$ cat config.mk
export PLATFORM = sky130hd
export DESIGN_NAME = sync_sequencer
export DESIGN_NICKNAME = d
export VERILOG_FILES = /design/src/rtl/sync_sequencer.sv
export SDC_FILE = /design/constraint.sdc
export NUM_CORES = 1
export LEC_CHECK = 0
export CAP_MARGIN = 30
export CORE_ASPECT_RATIO = 1.5
export CORE_UTILIZATION = 40
export CTS_BUF_LIST = sky130_fd_sc_hd__clkbuf_4 sky130_fd_sc_hd__clkbuf_8
export DETAILED_ROUTE_END_ITERATION = 8
export PLACE_DENSITY = 0.62
export REMOVE_ABC_BUFFERS = 1
export SLEW_MARGIN = 5
export SYNTH_ARGS = -nofsm -noshare
export SYNTH_HDL_FRONTEND = slang
export SYNTH_SLANG_ARGS = --single-unit
$ cat constraint.sdc
create_clock -name clock -period 2.7 [get_ports clock]
set_clock_uncertainty 0.05 [all_clocks]
set_input_delay 0.54 -clock clock [delete_from_list [all_inputs] [get_ports clock]]
set_output_delay 0.54 -clock clock [all_outputs]
set_load 0.05 [all_outputs]
$ cat src/rtl/sync_sequencer.sv
// sync_sequencer: timing controller for the explosive-experiment board.
// Arms on start, locks onto the frame-grabber opto edge, fires the detonator
// so the blast lands on shutter open, confirms the blast on the wire sensor,
// then triggers the detector and waits for its readout to finish.
// Optional build macro: SYNC_TIMEOUT_EN adds a TIMEOUT-cycle limit to the
// WAIT_WIRE, WAIT_BUSY and WAIT_READY states.
module sync_sequencer #(
   parameter int SYNC_STAGES    = 2,
   parameter int DETONATE_DELAY = 450000,
   parameter int DET_PULSE      = 500,
   parameter int DEBOUNCE       = 50,
   parameter int TRIG_PULSE     = 100,
   parameter int TIMEOUT        = 100000,
   parameter int CNT_W          = 32
) (
   input  logic       clock,
   input  logic       reset,
   input  logic       start,
   input  logic       fg_opto,
   input  logic       wire_sensor,
   input  logic       detector_ready,
   output logic       detonator_trigger,
   output logic       output_trigger,
   output logic       busy,
   output logic       done,
   output logic       error,
   output logic [2:0] err_code,
   output logic [3:0] state
);

   typedef enum logic [3:0] {
      S_IDLE       = 4'd0,
      S_ARMED      = 4'd1,
      S_DELAY      = 4'd2,
      S_FIRE       = 4'd3,
      S_WAIT_WIRE  = 4'd4,
      S_TRIGGER    = 4'd5,
      S_WAIT_BUSY  = 4'd6,
      S_WAIT_READY = 4'd7,
      S_DONE       = 4'd8,
      S_ERROR      = 4'd9
   } state_t;

   localparam logic [2:0] ERR_NONE      = 3'd0;
   localparam logic [2:0] ERR_NOT_READY = 3'd1;
`ifdef SYNC_TIMEOUT_EN
   localparam logic [2:0] ERR_WIRE_TMO  = 3'd2;
   localparam logic [2:0] ERR_BUSY_TMO  = 3'd3;
   localparam logic [2:0] ERR_READY_TMO = 3'd4;
`endif

   // A zero-length delay or pulse is meaningless; treat it as one cycle.
   localparam int NS  = (SYNC_STAGES < 2) ? 2 : SYNC_STAGES;
   localparam int DLY = (DETONATE_DELAY < 1) ? 1 : DETONATE_DELAY;
   localparam int DPW = (DET_PULSE < 1) ? 1 : DET_PULSE;
   localparam int DEB = (DEBOUNCE < 1) ? 1 : DEBOUNCE;
   localparam int TPW = (TRIG_PULSE < 1) ? 1 : TRIG_PULSE;
   localparam int TMO = (TIMEOUT < 1) ? 1 : TIMEOUT;

   localparam logic [CNT_W-1:0] DLY_C = CNT_W'(DLY);
   localparam logic [CNT_W-1:0] DPW_C = CNT_W'(DPW);
   localparam logic [CNT_W-1:0] DEB_C = CNT_W'(DEB);
   localparam logic [CNT_W-1:0] TPW_C = CNT_W'(TPW);
`ifdef SYNC_TIMEOUT_EN
   localparam logic [CNT_W-1:0] TMO_C = CNT_W'(TMO);
`endif

   function automatic longint max2(input longint a, input longint b);
      return (a > b) ? a : b;
   endfunction

   localparam longint MAX_P = max2(max2(max2(DLY, DPW), max2(DEB, TPW)), TMO);

   // Refuse to build a counter that would be too narrow for its own limits.
   if (MAX_P > ((longint'(1) << CNT_W) - 1)) begin : g_cnt_w_too_small
      $error("sync_sequencer: CNT_W too narrow for the largest delay parameter");
   end

   // Counters stop at all-ones rather than wrapping.
   function automatic logic [CNT_W-1:0] sat_inc(input logic [CNT_W-1:0] v);
      return (v == '1) ? v : v + CNT_W'(1);
   endfunction

   // Bit order in the synchronizer: {start, fg_opto, wire_sensor, detector_ready}
   logic [3:0] sync_q [NS];
   logic [1:0] edge_q;
   logic       start_rise;
   logic       opto_rise;
   logic       wire_s;
   logic       ready_s;

   assign wire_s     = sync_q[NS-1][1];
   assign ready_s    = sync_q[NS-1][0];
   assign start_rise = sync_q[NS-1][3] & ~edge_q[1];
   assign opto_rise  = sync_q[NS-1][2] & ~edge_q[0];

   // Multi-flop synchronizer for every asynchronous input, plus edge history.
   // NOTE: the synchronizer array is flops, not RAM, so it is reset like any
   // other register; a power-up X would otherwise fake an edge.
   always_ff @(posedge clock or negedge reset) begin
      if (!reset) begin
         for (int i = 0; i < NS; i++) sync_q[i] <= '0;
         edge_q <= '0;
      end else begin
         sync_q[0] <= {start, fg_opto, wire_sensor, detector_ready};
         for (int i = 1; i < NS; i++) sync_q[i] <= sync_q[i-1];
         edge_q <= sync_q[NS-1][3:2];
      end
   end

   state_t           cur;
   logic [CNT_W-1:0] cnt;
`ifdef SYNC_TIMEOUT_EN
   logic [CNT_W-1:0] tmo;
`endif

   assign state = cur;

   // Sequencer FSM; every output is registered and set on the transition.
   // NOTE: all state here uses non-blocking assignments so every branch sees
   // the values from before this edge, whatever order the code is written in.
   always_ff @(posedge clock or negedge reset) begin
      if (!reset) begin
         cur               <= S_IDLE;
         cnt               <= '0;
         detonator_trigger <= 1'b0;
         output_trigger    <= 1'b0;
         busy              <= 1'b0;
         done              <= 1'b0;
         error             <= 1'b0;
         err_code          <= ERR_NONE;
`ifdef SYNC_TIMEOUT_EN
         tmo               <= '0;
`endif
      end else begin
`ifdef SYNC_TIMEOUT_EN
         // Free-running wait timer; each wait state restarts it on entry.
         tmo <= sat_inc(tmo);
`endif
         case (cur)
            S_IDLE, S_DONE, S_ERROR: begin
               if (start_rise) begin
                  done <= 1'b0;
                  if (!ready_s) begin
                     cur      <= S_ERROR;
                     error    <= 1'b1;
                     err_code <= ERR_NOT_READY;
                  end else begin
                     cur      <= S_ARMED;
                     busy     <= 1'b1;
                     error    <= 1'b0;
                     err_code <= ERR_NONE;
                  end
               end
            end
            S_ARMED: begin
               if (opto_rise) begin
                  cur <= S_DELAY;
                  cnt <= CNT_W'(1);
               end
            end
            S_DELAY: begin
               if (cnt >= DLY_C) begin
                  cur               <= S_FIRE;
                  detonator_trigger <= 1'b1;
                  cnt               <= CNT_W'(1);
               end else begin
                  cnt <= sat_inc(cnt);
               end
            end
            S_FIRE: begin
               if (cnt >= DPW_C) begin
                  cur               <= S_WAIT_WIRE;
                  detonator_trigger <= 1'b0;
                  cnt               <= '0;
`ifdef SYNC_TIMEOUT_EN
                  tmo               <= CNT_W'(1);
`endif
               end else begin
                  cnt <= sat_inc(cnt);
               end
            end
            S_WAIT_WIRE: begin
               if (cnt >= DEB_C) begin
                  cur            <= S_TRIGGER;
                  output_trigger <= 1'b1;
                  cnt            <= CNT_W'(1);
               end
`ifdef SYNC_TIMEOUT_EN
               else if (tmo >= TMO_C) begin
                  cur      <= S_ERROR;
                  busy     <= 1'b0;
                  error    <= 1'b1;
                  err_code <= ERR_WIRE_TMO;
               end
`endif
               else if (wire_s) begin
                  cnt <= sat_inc(cnt);
               end else begin
                  cnt <= '0;
               end
            end
            S_TRIGGER: begin
               if (cnt >= TPW_C) begin
                  cur            <= S_WAIT_BUSY;
                  output_trigger <= 1'b0;
                  cnt            <= '0;
`ifdef SYNC_TIMEOUT_EN
                  tmo            <= CNT_W'(1);
`endif
               end else begin
                  cnt <= sat_inc(cnt);
               end
            end
            S_WAIT_BUSY: begin
               if (!ready_s) begin
                  cur <= S_WAIT_READY;
`ifdef SYNC_TIMEOUT_EN
                  tmo <= CNT_W'(1);
               end else if (tmo >= TMO_C) begin
                  cur      <= S_ERROR;
                  busy     <= 1'b0;
                  error    <= 1'b1;
                  err_code <= ERR_BUSY_TMO;
`endif
               end
            end
            S_WAIT_READY: begin
               if (ready_s) begin
                  cur  <= S_DONE;
                  busy <= 1'b0;
                  done <= 1'b1;
`ifdef SYNC_TIMEOUT_EN
               end else if (tmo >= TMO_C) begin
                  cur      <= S_ERROR;
                  busy     <= 1'b0;
                  error    <= 1'b1;
                  err_code <= ERR_READY_TMO;
`endif
               end
            end
            default: begin
               cur  <= S_IDLE;
               busy <= 1'b0;
            end
         endcase
      end
   end

endmodule
==> results of run 1 <==
per-stage QoR:
step,cell area [um^2],setup WS (ps),hold WS (ps)
final,3300,267,108
after global routing,3300,119,139
after CTS,3270,157,116
after detailed placement,3170,185,289
after global placement,3170,282,283
after floorplan,2800,235,194
synthesized netlist by cell type (all sizes together) (4+ instances only):
| library cell | number | area (um^2) |
|---|---|---|
| a211oi | 4 | 30.0 |
| a21oi | 16 | 80.1 |
| and2 | 12 | 75.1 |
| and3 | 10 | 62.6 |
| and4 | 5 | 43.8 |
| buf | 8 | 60.1 |
| clkbuf | 15 | 56.3 |
| dfrtp | 51 | 1280 |
| inv | 9 | 33.8 |
| mux2i | 4 | 40.0 |
| nand2 | 15 | 56.3 |
| nand3 | 23 | 115 |
| nand4 | 21 | 138 |
| nor2 | 30 | 115 |
| nor3 | 9 | 45.0 |
| nor4 | 9 | 71.3 |
| o21ai | 12 | 60.1 |
| xnor2 | 6 | 52.6 |
| xor2 | 13 | 114 |
layout by cell type, fill, tap and decap left out, drive strengths merged, types with 3 or more instances in the layout:
master,netlist,final
dfrtp,51,51
nand2,15,15
xnor2,6,6
buf,8,21
and2,12,12
inv,9,11
mux2i,4,4
a211oi,4,4
o21ai,12,12
and3,10,10
o311ai,3,3
clkbuf,15,5
a22o,3,3
nor3,9,9
nand4,21,21
nor4,9,9
a31oi,3,3
a21oi,16,16
nor2,30,30
and4,5,5
xor2,13,13
nand3,23,23
clkdlybuf4s50,0,14
metal layers:
layer	global-route usage [%]	share of wire (%)	vias to the layer above
li1	-	-	1200
met4	11.1	4.1	0
met2	36.4	53	44
met3	3.48	2.4	21
met1	21.6	40	1189
met5	0	0	-
layout make-up:
class	count	area share [%]
Timing Repair Buffer	35	9.31
Clock buffer	5	2.08
Tap cell	78	2.95
Multi-Input combinational cell	236	45.2
Inverter	9	1.02
Clock inverter	3	0.795
Sequential cell	51	38.6
registers in the layout (all words and copies together) (netlist names), 2 cells and up:
register	cells
cnt	32
edge_q	2
state	4
sync_q	7
cells by family (layout without fill, tap and decap cells):
| logic type | count (synthesis) | after routing | share of synthesized area (%) |
|---|---|---|---|
| AO/OA/AOI/OAI | 59 | 59 | 13.9 |
| XOR/XNOR | 19 | 19 | 5.71 |
| adder cells (fa/ha/maj) | 2 | 2 | 0.858 |
| buffers and inverters | 32 | 52 | 5.15 |
| flip-flops | 51 | 51 | 43.8 |
| multiplexers | 5 | 5 | 1.76 |
| other | 1 | 2 | 0.129 |
| AND/OR/NAND/NOR | 149 | 149 | 28.8 |
repair_timing:
| action | in CTS | in global routing |
|---|---|---|
| gates resized for setup | 0 | 0 |
| endpoints found under the hold margin | 0 | 0 |
| buffers inserted | 0 | 3 |
| endpoints found under the setup margin | 0 | 8 |
final timing paths:
path / start / end / slack, ps / cells past startpoint
worst max-delay path: state[0] / state[0] / 270 / 1
worst min-delay path: reset / cnt[5] / 110 / 1
worst max register to register: cnt[28] / cnt[27] / 300 / 8
worst min register to register: sync_q[5] / sync_q[1] / 310 / 0
max in group asynchronous: reset / cnt[15] / 1730 / 2
min in group clock: sync_q[5] / sync_q[1] / 310 / 0
power by group:
part / switching (mW) / internal, mW / total [mW] / leakage [nW]
Sequential: 0.0747 / 0.823 / 0.898 / 0.679
Combinational: 0.647 / 0.420 / 1.07 / 0.630
Clock: 0.293 / 0.191 / 0.485 / 0.0491
Total: 1.02 / 1.43 / 2.45 / 1.36
==> results.py, run 1 <==
metrics = {
    "setup_path": {
        "crit_path_end_kind": "output pin",
        "cpMaxStageDelayCell": "clkdlybuf4s50_1",
        "worst_path_largest_cell_delay_ps": 890,
        "cp-start-kind": "flip-flop",
        "crit_fanout": 15,
        "path_delay_family": "buffers and inverters",
        "cp_cell_sequence": "clkdlybuf4s50_1",
        "cp_data_arrival_time_ps": 1840,
        "critPathBufInv": 1,
        "criticalPathCategory": "reg2out",
        "critPathRequiredTime_ps": 2110,
    },
    "synth": {
        "synth_cells": 318,
        "syn_area_um2": 2920,
        "seq_area_frac_synth_pct": 43.8,
        "synthDistinctLibCells": 54,
        "synth-seq-cells": 51,
        "synth_edf_count": 0,
        "synth-async-reset-ratio_pct": 100,
        "synth_area_per_cell_um2": 9.17,
        "yosysWarnings": 0,
        "synthFlopType": "dfrtp_1",
    },
    "clock_tree": {
        "clk_pin_slew_ps": 110,
        "clk_path_buf_depth": 2,
        "tritoncts": "built",
        "htree_num_levels": 2,
        "cts_buffers": 5,
        "clock_sinks": 51,
        "cts-root-buf": "clkbuf_8",
        "clk_latency_ps": 330,
        "postCtsHoldBufs": 0,
    },
    "timing": {
        "clock.fmax_mhz": 411,
        "finalCritPeriodShare_pct": 90.1,
        "rsz0062_at_grt": "no",
        "min_period_ps": 2430,
        "tns_ps": 0,
        "hold_viol": 0,
        "setup_viol": 0,
        "drv_slew": 0,
    },
    "global_routing": {
        "grt_pass1_vias": 2452,
        "grt_pass1_wl_um": 11900,
        "grt_overflow_total": 0,
        "grt_max_degree": 32,
        "grt.total_usage_pct": 20.1,
        "antenna_found_initial": 0,
    },
    "job": {
        "cap_violations": 0,
    },
    "placement": {
        "routabilityCongestion": 0.878,
        "place_inst": 406,
        "dpl.hpwl_um": 5260,
        "io_buffers": 15,
    },
    "route": {
        "dr.pass1.iters": 4,
        "wire_per_inst_um": 16.9,
        "viasPerCell": 5.88,
        "vias": 2454,
        "totalWireLength_um": 7040,
        "postRouteAntennaNets": 0,
        "route.detailed.drc": 0,
        "drt_iter0_drc": 129,
    },
    "pwr": {
        "worst_ir_drop_vdd_mv": 0.317,
        "report.power.total_mw": 2.45,
        "p_per_area_nw_per_um2": 741,
        "leakagePower_nw": 1.36,
    },
    "floorplanning": {
        "die_h_um": 107,
        "fp-row-count": 37,
        "ios": 18,
        "initial_utilization_pct": 42.0,
        "core-area_um2": 6940,
        "fp.dieW_um": 71.7,
        "die_area_um2": 7640,
    },
    "layout": {
        "nFillCells": 661,
        "drive_above_1_share_pct": 10.9,
        "seqCellArea_um2": 1280,
        "fin_util_pct": 47.6,
        "area_growth_pct": 13.3,
        "final_cell_count_no_fill": 417,
        "multi_input_area_um2": 1490,
        "nNetsFinal": 346,
        "insertedDiodeCount": 0,
    },
    "status": {
        "status": "finished clean",
    },
    "hold_path": {
        "hp-class": "in2async",
    },
}
Note: power is estimated with default switching activity, not from simulation.
==> inputs of run 2 (changes only) <==
- SLEW_MARGIN: 5 -> 25
==> results of run 2 <==
Same layout as run 1: the final DEF is identical, and so are final timing and power.
==> inputs of run 3 (changes only) <==
- CORE_MARGIN: not set -> 2
==> results.py, run 3 (same netlist as run 1, synthesis figures left out) <==
metrics = {
    "status": {
        "status": "finished clean",
    },
    "clock_tree": {
        "clk_pin_slew_ps": 100,
        "cts_buffers": 5,
        "clock_sinks": 51,
        "clk_path_buf_depth": 2,
        "clk_latency_ps": 320,
        "ctsResizeCount": 0,
        "cts_setup_buffers": 0,
        "cts-root-buf": "clkbuf_8",
        "postCtsHoldBufs": 0,
        "htree_num_levels": 2,
        "tritoncts": "built",
    },
    "global_routing": {
        "grt.total_usage_pct": 19.3,
        "grt_pass1_wl_um": 11900,
        "grt_overflow_total": 0,
        "antenna_found_initial": 0,
        "grt_max_degree": 31,
        "grt_pass1_vias": 2449,
    },
    "floorplanning": {
        "ios": 18,
        "die_area_um2": 8000,
        "fp.dieW_um": 73.7,
        "initial_utilization_pct": 40.9,
        "die_h_um": 109,
        "fp-row-count": 38,
        "core-area_um2": 7130,
    },
    "route": {
        "vias": 2496,
        "totalWireLength_um": 7120,
        "dr.pass1.iters": 4,
        "wire_per_inst_um": 17.0,
        "drt_iter0_drc": 134,
        "postRouteAntennaNets": 0,
        "route.detailed.drc": 0,
        "viasPerCell": 5.97,
    },
    "setup_path": {
        "critPathRequiredTime_ps": 2860,
        "cp_data_arrival_time_ps": 2770,
        "reg2reg_slack_ps": 90,
        "cp-start-kind": "flip-flop",
        "r2r_end": "cnt[2]",
        "crit_fanout": 6,
        "criticalPathCategory": "reg2reg",
        "r2r-start": "cnt[0]",
        "crit_path_end_kind": "flip-flop",
        "rr_worst_depth": 8,
    },
    "layout": {
        "drive_above_1_share_pct": 10.7,
        "final_common_cell": "dfrtp_1",
        "layout_common_cells": "dfrtp_1 (51), nor2_1 (29), nand3_1 (23), nand4_1 (20), buf_4 (19)",
        "nNetsFinal": 345,
        "area_growth_pct": 14.1,
        "regMostFlops": "cnt",
        "largest_reg_flops": 32,
        "insertedDiodeCount": 0,
    },
    "placement": {
        "routabilityCongestion": 0.923,
        "io_buffers": 15,
        "dpl.hpwl_um": 5290,
    },
    "timing": {
        "maxSlewHeadroom_pct": 55.6,
        "clock.fmax_mhz": 384,
        "worst_pin_slew_ps": 665,
        "hold_viol": 0,
        "rsz0062_at_grt": "no",
        "drv_slew": 0,
        "tns_ps": 0,
        "min_period_ps": 2610,
        "hold_ws_ps": 114,
        "setup_viol": 0,
        "finalCritPeriodShare_pct": 96.5,
    },
    "hold_path": {
        "hp-class": "in2async",
    },
    "pwr": {
        "p_per_area_nw_per_um2": 766,
        "leakagePower_nw": 1.36,
        "worst_ir_drop_vdd_mv": 0.290,
        "report.power.total_mw": 2.55,
    },
    "job": {
        "cap_violations": 0,
    },
}
[run 3: critical path, cell delays in order, from the launching register on]
cell and delay, ps:
dfrtp_1 420, ha_1 250, nand3_1 200, nor4_1 490, nand4_1 400, buf_4 270
nand2_1 70, a21oi_1 60, o21ai_0 290
[run 3: worst max-delay path by stage]
stage             start      end  slack (ps)  depth (start not counted)
2_1_floorplan  state[0]  cnt[10]         240                          6
3_3_place_gp     cnt[1]   cnt[3]         200                          8
3_5_place_dp     cnt[1]   cnt[2]         170                          8
4_1_cts          cnt[0]   cnt[2]         150                          8
5_1_grt         cnt[19]   cnt[1]           4                          6
6_report         cnt[0]   cnt[2]          90                          8
[run 3: routing by layer]
layer / vias up / global-route usage, % / share of wire [%]
met5: - / 0 / 0
met4: 0 / 10.8 / 4.6
met3: 29 / 3.54 / 2.8
met2: 71 / 33.6 / 53
met1: 1203 / 21.6 / 40
li1: 1193 / - / -
[run 3: final cells by class]
cell class | instances | area [um^2]
fill | 691 | 3800
multi-input combinational | 236 | 1490
sequential | 51 | 1280
timing repair buffer | 34 | 288
tap | 80 | 100
clock buffer | 5 | 68.8
clock inverter | 3 | 67.6
inverter | 9 | 33.8
[run 3: through the flow]
stage          setup slack [ps]  cells  area (um^2)  util, %
2_1_floorplan               235    296         2800        -
3_3_place_gp                197    410         3190     44.8
3_5_place_dp                174    410         3190     44.8
4_1_cts                     150    418         3330     46.7
5_1_grt                    3.87    418         3330     46.7
6_report                   94.8    418         3330     46.7
[run 3: where the power goes]
| group | internal, mW | total [mW] | switching, mW |
|---|---|---|---|
| clock | 0.370 | 0.646 | 0.277 |
| sequential | 0.824 | 0.898 | 0.0747 |
| combinational | 0.366 | 1.01 | 0.640 |
| total | 1.56 | 2.55 | 0.991 |
